<file path="src/rtl/sum_acc_pkg.sv">
// Shared types and default sizing for the sum accumulator.
package sum_acc_pkg;

  typedef enum logic {
    ACC  = 1'b0,
    HOLD = 1'b1
  } sum_acc_state_e;

  localparam int SUM_DATA_W = 8;
  localparam int SUM_ACC_W  = 16;
  localparam int SUM_COUNT  = 4;

endpackage

</file>
<file path="src/rtl/sat_free_adder.sv">
// Wrapping accumulate step: zero-extends the sample and keeps the carry-out
// so the caller can detect that the accumulator wrapped.
module sat_free_adder #(
  parameter int DATA_W = 8,
  parameter int ACC_W  = 16
) (
  input  logic [ACC_W-1:0]  acc_i,
  input  logic [DATA_W-1:0] data_i,
  output logic [ACC_W:0]    sum_o
);

  // Both operands are unsigned; widening the sample never sign-extends.
  always_comb begin
    sum_o = {1'b0, acc_i} + (ACC_W+1)'(data_i);
  end

endmodule

</file>
<file path="src/rtl/sum_accumulator.sv">
// Accumulates COUNT unsigned samples into one frame result, offered on a
// valid/ready handshake with a sticky per-frame overflow flag.
//
// state | meaning
// ------+-------------------------------------------------------------
// ACC   | accepting samples, in_ready=1
// HOLD  | frame result presented, waiting for out_ready; input stalled
module sum_accumulator
  import sum_acc_pkg::*;
#(
  parameter int DATA_W = SUM_DATA_W,
  parameter int ACC_W  = SUM_ACC_W,
  parameter int COUNT  = SUM_COUNT
) (
  input  logic              clk,
  input  logic              rst,
  input  logic              clear,
  input  logic              in_valid,
  output logic              in_ready,
  input  logic [DATA_W-1:0] in_data,
  output logic              out_valid,
  input  logic              out_ready,
  output logic [ACC_W-1:0]  out_data,
  output logic              out_overflow,
  output logic [7:0]        sample_cnt
);

  localparam logic [7:0] LAST_IDX = 8'(COUNT - 1);

  sum_acc_state_e   state_q, state_d;
  logic [ACC_W-1:0] acc_q, acc_d;
  logic [7:0]       cnt_q, cnt_d;
  logic             ovf_q, ovf_d;
  logic             out_valid_q, out_valid_d;
  logic [ACC_W-1:0] out_data_q, out_data_d;
  logic             out_ovf_q, out_ovf_d;

  logic [ACC_W:0]   sum;
  logic             ovf_next;
  logic             accept;

  sat_free_adder #(
    .DATA_W (DATA_W),
    .ACC_W  (ACC_W)
  ) u_adder (
    .acc_i  (acc_q),
    .data_i (in_data),
    .sum_o  (sum)
  );

  // Handshake signals and carry accumulation for the current sample.
  always_comb begin
    in_ready = (state_q == ACC);
    accept   = in_valid && in_ready;
    ovf_next = ovf_q | sum[ACC_W];
  end

  // Next-state logic; clear aborts the frame but keeps the last out_data.
  always_comb begin
    state_d     = state_q;
    acc_d       = acc_q;
    cnt_d       = cnt_q;
    ovf_d       = ovf_q;
    out_valid_d = out_valid_q;
    out_data_d  = out_data_q;
    out_ovf_d   = out_ovf_q;
    if (clear) begin
      state_d     = ACC;
      acc_d       = '0;
      cnt_d       = '0;
      ovf_d       = 1'b0;
      out_valid_d = 1'b0;
      out_ovf_d   = 1'b0;
    end else begin
      unique case (state_q)
        ACC: begin
          if (accept) begin
            if (cnt_q == LAST_IDX) begin
              out_data_d  = sum[ACC_W-1:0];
              out_ovf_d   = ovf_next;
              out_valid_d = 1'b1;
              acc_d       = '0;
              cnt_d       = '0;
              ovf_d       = 1'b0;
              state_d     = HOLD;
            end else begin
              acc_d = sum[ACC_W-1:0];
              cnt_d = cnt_q + 8'd1;
              ovf_d = ovf_next;
            end
          end
        end
        HOLD: begin
          if (out_ready) begin
            out_valid_d = 1'b0;
            state_d     = ACC;
          end
        end
        default: state_d = ACC;
      endcase
    end
  end

  // State registers with synchronous reset.
  always_ff @(posedge clk) begin
    if (rst) begin
      state_q     <= ACC;
      acc_q       <= '0;
      cnt_q       <= '0;
      ovf_q       <= 1'b0;
      out_valid_q <= 1'b0;
      out_data_q  <= '0;
      out_ovf_q   <= 1'b0;
    end else begin
      state_q     <= state_d;
      acc_q       <= acc_d;
      cnt_q       <= cnt_d;
      ovf_q       <= ovf_d;
      out_valid_q <= out_valid_d;
      out_data_q  <= out_data_d;
      out_ovf_q   <= out_ovf_d;
    end
  end

  assign out_valid    = out_valid_q;
  assign out_data     = out_data_q;
  assign out_overflow = out_ovf_q;
  assign sample_cnt   = cnt_q;

endmodule

</file>
<file path="config.mk">
export PLATFORM = sky130hd
export DESIGN_NAME = sum_accumulator
export DESIGN_NICKNAME = d
export VERILOG_FILES = /design/src/rtl/sum_acc_pkg.sv /design/src/rtl/sat_free_adder.sv /design/src/rtl/sum_accumulator.sv
export SDC_FILE = /design/constraint.sdc
export NUM_CORES = 1
export LEC_CHECK = 0
export CAP_MARGIN = 20
export CORE_MARGIN = 1
export CORE_UTILIZATION = 45
export CTS_CLUSTER_DIAMETER = 30
export CTS_CLUSTER_SIZE = 10
export DETAILED_ROUTE_END_ITERATION = 12
export HOLD_SLACK_MARGIN = 0.02
export MAX_ROUTING_LAYER = met4
export PLACE_DENSITY_LB_ADDON = 0.15
export SKIP_CTS_REPAIR_TIMING = 1
export SLEW_MARGIN = 5
export SYNTH_ARGS = -nofsm -noshare
export SYNTH_HDL_FRONTEND = slang
export SYNTH_HIERARCHICAL = 1
export SYNTH_SLANG_ARGS = --single-unit
</file>
<file path="constraint.sdc">
create_clock -name clk -period 2.6 [get_ports clk]
set_input_delay 0.52 -clock clk [delete_from_list [all_inputs] [get_ports clk]]
set_output_delay 0.52 -clock clk [all_outputs]
set_load 0.02 [all_outputs]
</file>
[Word-level counts from Yosys, hierarchy flattened]
Cells that the tools add are included.
Cells by class
  reduce and logical (&&, ||, !) cells: 6
  multiplexer cells: 11
  add/subtract/negate cells: 2
  equality and inequality tests: 4
  bitwise gates (word level): 3
Operators by type and width (number)
  $add A16 B8 Y17: 1
  $mux W16: 1
  $add A8 B1 Y8 const B: 1
  $eq A8 B2 Y1 const B: 1
  $mux W8: 1
  $mux W1: 7
  $reduce_and A3 Y1: 2
  $ne A2 B1 Y1 const B: 2
  $pmux W1 S2: 2
  $reduce_and A4 Y1: 1
  $ne A2 B2 Y1 const B: 1
  $not A1 Y1: 2
  $reduce_and A2 Y1: 1
  $reduce_or A2 Y1: 1
  $logic_and A1 B1 Y1: 1
  $or A1 B1 Y1: 1
Storage, ports and cells
  register bits: 44

[Logic depth before layout (Yosys ltp)]
Gate-level depths: netlist (run 1).
  word-level depth: 4
  mapped depth: 8
  depth with buffers taken out: 8

[Modules after synthesis]
The synthesis (run 1) kept the hierarchy.
Modules (own cells, without submodules)
  sum_accumulator: instances 1, cells an instance 179, sequential area each 880.8 µm², area an instance 1739.2 µm²
  sat_free_adder: instances 1, cells an instance 84, sequential area each 0.0 µm², area an instance 594.3 µm²

[Least setup slack after synthesis (run 1)]
No wires, ideal clock.
  path type: input to register
  start: input port in_data[0]
  end: register out_ovf_q (netlist: out_overflow)
  cell stages on the path: 8
  arrival: 2.200 ns
  path slack: 0.278 ns
  path through: ha_1 -> fa_1 -> a21o_1 -> a221oi_1 -> o21ai_1 -> and3_2 -> o21ai_0 -> mux2i_1
On the way
  longest elaborated chain between the ends: 2
Ends and longest elaborated chain
  from (decl): RTL line sum_accumulator.sv:20  | input logic [DATA_W-1:0] in_data,
  $add A16 B8 Y17: RTL line sat_free_adder.sv:14  | sum_o = {1'b0, acc_i} + (ACC_W+1)'(data_i);
  via sum[16]: RTL line sum_accumulator.sv:38  | logic [ACC_W:0] sum;
  $or A1 B1 Y1: RTL line sum_accumulator.sv:55  | ovf_next = ovf_q | sum[ACC_W];
  to (signal assigned): RTL line sum_accumulator.sv:121  | out_ovf_q <= out_ovf_d;
  to (decl): RTL line sum_accumulator.sv:36  | logic out_ovf_q, out_ovf_d;
The timed path passes the listed nets, and every way through them passes these cells.
A chain may end at the register's enable or synchronous reset.

[Final worst setup path (run 1)]
Ends and elaborated chain as after synthesis.

==> summary by stage, run 1 <==
Finish
The area growth from synthesis to layout is 28.04%. The repair_antennas step left the layout with diodes totalling 0. In the final layout, the share of cells above drive strength 1 is 0.1194.

Leaving out fill and tap cells, the most frequent cell in the layout is sky130_fd_sc_hd__dfxtp_1. Leaving out filler cells and counting taps, the final layout contains 377. At the end of the flow the core is filled with cells to 0.6163. At the end of the flow, the number of nets in the layout was 332. In the layout the commonest cells are sky130_fd_sc_hd__dfxtp_1, sky130_fd_sc_hd__clkdlybuf4s50_1, sky130_fd_sc_hd__a21oi_1.

Yosys
Ranked by total cell area, the synthesized netlist is headed by sky130_fd_sc_hd__dfxtp_1, sky130_fd_sc_hd__a22o_1, sky130_fd_sc_hd__a21oi_1, sky130_fd_sc_hd__o31ai_1, sky130_fd_sc_hd__nand4_1. The most used flip-flop cell after synthesis is sky130_fd_sc_hd__dfxtp_1. The warning count from the yosys run is 6. The number of synthesized flops with an enable pin is 0. The synthesized area per cell is 8.873 um^2. For this run, the register share of the synthesized area comes to 0.3775. Counting distinct cell types in the post-synthesis netlist gives 49. The share of flip-flops with an asynchronous set or reset is 0. The mapped cell area is 0.002333 mm^2. Of the post-synthesis cell area, the dominant cell type holds 0.3775.

The biggest area contributor in the post-synthesis netlist is sky130_fd_sc_hd__dfxtp_1. The net count after synthesis is 286. The number of cells produced by synthesis is 263. Synthesis inferred 44 register bits.

Clocking
The TritonCTS clock tree is yes. The sink count of the clock tree is 44. Clock-pin slew was measured on the worst setup and hold paths at 0.09 ns.

CTS built an H-tree with a depth of 2. Clock tree synthesis inserted a total of 5 buffers. The number of buffers between clock root and the deepest sink is 2. The clock tree root buffer cell is sky130_fd_sc_hd__clkbuf_8. The insertion delay of the later-clocked pin in the worst-skew pair is 0.30 ns.

GRT
The overall fraction of global-route tracks in use is 0.2279. The number of antenna violations at the first check in global routing is 0. The via count of the first global-routing pass was 1979. The first global-routing pass estimated 9280 um of wire.

After global routing the overflow that remains totals 0. Entering global routing, the biggest net connects 21 pins.

Placed design
The detailed placer's ending HPWL is 4020 um. The routability congestion estimate is 0.7939. The total placed cells including tap cells is 369.

In this run the tool buffered the top-level ports with 39 buffer cells.

Timing
Across the routed clock network, the largest skew measured is 0.007422 ns. The transition time at the pin with the least slew margin is 0.4027 ns. Based on the critical path, the design can be clocked at up to 407.7 MHz.

In the finished design, the share of the clock period the worst path needs comes to 0.9433. Headroom to the max-slew limit came out at 0.7304. The time the final worst path needs with I/O delays and setup is 2.453 ns. The count of pins over their slew limit is 0. Setup repair after global routing left no endpoint under its margin. The number of endpoints with negative hold slack in the final report came to 0.

The setup-violating endpoint count in the final report is 0.

Setup path
The buffering stage count on the worst path with inverters included is 1. The stage delay of the slowest cell on the critical path is 0.40 ns. The data arrival time at the worst-slack endpoint is 2.64 ns.

STA classifies the critical path endpoint as a flip-flop. The cell at the slowest stage of the critical path is sky130_fd_sc_hd__clkdlybuf4s50_1. The startpoint class of the critical path is an input pin.

The gate family responsible for the most delay along the worst path is compound AO/OA/AOI/OAI gates. The worst-case reg-to-reg path depth is 8. The largest driver fanout on the critical path is 3. The required time at the worst-slack endpoint is 2.79 ns. The type of the worst setup path is input pin to flip-flop. In this run the number of cells on the critical path is 9. Traced cell by cell, the critical path runs through clkdlybuf4s50_1 -> ha_1 -> fa_1 -> a21o_1 -> a221oi_2 -> o21ai_1 -> and3_2 -> o21ai_0 -> mux2i_1.

Power and ir drop
The total power divided by cell area is 458.0 mW/mm^2. In this run the static leakage power is 0.001048 uW. The largest vdd supply drop is 262.4 uV.

Die
During I/O placement, the number of pins put on the boundary was 40. The site row count is 25. The height of the die is 74.01 um. The core outline area is 0.004848 mm^2.

The initial utilization of the core area, before any placement, comes to 0.4813. The die is 74.01 um wide. The die covers 0.005477 mm^2.

Detailed routing
The count of nets left with antenna violations once routing finished came out at 0. Dividing the detail-routed wire length by the instance count gives 15.15 um. The detailed router finished its first iteration with 143 violations. After detailed routing, the number of remaining DRC violations is 0. The total wire length is 5713 um. The average vias per placed instance is 5.844. The first detailed-routing pass took 5 iterations. The overall via count from detail_route is 2203.

Min path
The class of the tightest hold or removal check is flip-flop to flip-flop. The instance count along the most critical hold path is 2.

Run status
The flow ran to the end, and the final reports show no timing, DRC or antenna violations.

Flow run
The tool flagged a number of max-cap violations equal to 0.
-- layout make-up --
cell class,instances,area (um^2)
timing repair buffer,58,533.0
multi-input combinational,194,1353
clock buffer,5,68.82
tap,67,83.83
clock inverter,3,46.29
fill,435,1861
inverter,6,22.52
sequential,44,880.8
-- where the power goes --
part	total [uW]	switching, uW	internal, uW	leakage, uW
clock network	541	252	290	0.0000548
registers	685	4.93	680	0.000355
logic	142	75.1	67.0	0.000638
-- worst register-to-register path, delay by kind of cell, from the launching register on --
family	cells	cell delay (ns)
AO/OA/AOI/OAI	4	0.79
flip-flops	1	0.32
multiplexers	1	0.09
adder cells (fa/ha/maj)	2	0.62
AND/OR/NAND/NOR	1	0.24
-- flip-flops by register name (all words and copies together), names as in the netlist --
| signal | count |
|---|---|
| acc_q | 16 |
| out_data | 16 |
| out_overflow | 1 |
| out_valid | 1 |
| ovf_q | 1 |
| sample_cnt | 8 |
| state_q | 1 |
-- through the flow --
step	setup WS, ns	total power [uW]	TNS [ns]	cell area (um^2)	hold slack [ns]
2_1_floorplan	0.2783	783.5	0	2333	0.4404
3_3_place_gp	-0.2569	840.1	-1.153	2867	0.4485
3_5_place_dp	-0.2865	841.2	-1.420	2867	0.4550
4_1_cts	0.03543	1385	0	2982	0.4689
5_1_grt	0.01541	1424	0	2988	0.4846
6_report	0.1474	1368	0	2988	0.4601
-- cells in the mapped netlist (3+ instances only) --
library cell	instances
sky130_fd_sc_hd__a21oi_1	28
sky130_fd_sc_hd__a22o_1	17
sky130_fd_sc_hd__and3_1	4
sky130_fd_sc_hd__buf_2	3
sky130_fd_sc_hd__clkbuf_1	12
sky130_fd_sc_hd__dfxtp_1	44
sky130_fd_sc_hd__ha_1	9
sky130_fd_sc_hd__inv_1	6
sky130_fd_sc_hd__nand2_1	10
sky130_fd_sc_hd__nand3_1	6
sky130_fd_sc_hd__nand4_1	20
sky130_fd_sc_hd__nor2_1	13
sky130_fd_sc_hd__nor3_1	5
sky130_fd_sc_hd__o21ai_0	8
sky130_fd_sc_hd__o31ai_1	18
sky130_fd_sc_hd__or3_1	5
sky130_fd_sc_hd__or4_1	4
sky130_fd_sc_hd__xnor2_1	7
sky130_fd_sc_hd__xor2_1	4
-- logic make-up (layout without fill, tap and decap cells) --
logic type | after synthesis | count (layout) | share of synthesized area
AO/OA/AOI/OAI | 88 | 88 | 0.2584
AND/OR/NAND/NOR | 82 | 82 | 0.2043
flip-flops | 44 | 44 | 0.3775
buffers and inverters | 25 | 72 | 0.04825
XOR/XNOR | 11 | 11 | 0.04129
adder cells (fa/ha/maj) | 10 | 10 | 0.05684
multiplexers | 3 | 3 | 0.01340
-- metal layers --
metal / global-route usage / vias to the layer above / wire [um]
met3: 0.02846 / 4 / 233
met2: 0.3697 / 61 / 2817
met5: - / - / 0
li1: - / 1109 / -
met1: 0.2930 / 1029 / 2621
met4: 0.07692 / 0 / 41
-- worst paths after layout --
path / from / endpoint / slack [ns]
min: out_valid / out_valid / 0.46
max reg2reg: acc_q[0] / out_overflow / 0.43
max: in_data[0] / out_overflow / 0.15
min reg2reg: out_valid / out_valid / 0.46
Note: power is estimated with default switching activity, not from simulation.
==> inputs of run 2 (changes only) <==
--- a/config.mk
+++ b/config.mk
@@ -21,2 +21,3 @@
 export SYNTH_HIERARCHICAL = 1
 export SYNTH_SLANG_ARGS = --single-unit
+export TNS_END_PERCENT = 5
==> constraint.sdc (replaced) <==
create_clock -name clk -period 2.6 [get_ports clk]
set_input_delay 0.52 -clock clk [delete_from_list [all_inputs] [get_ports clk]]
set_output_delay 0.52 -clock clk [all_outputs]
set_load 0.05 [all_outputs]
==> results of run 2 <==
Same layout as run 1 (identical final DEF). Status: finished clean.
Among the figures that moved: total power 1368 uW -> 1371 uW; worst IR drop on VDD 262.4 uV -> 262.7 uV
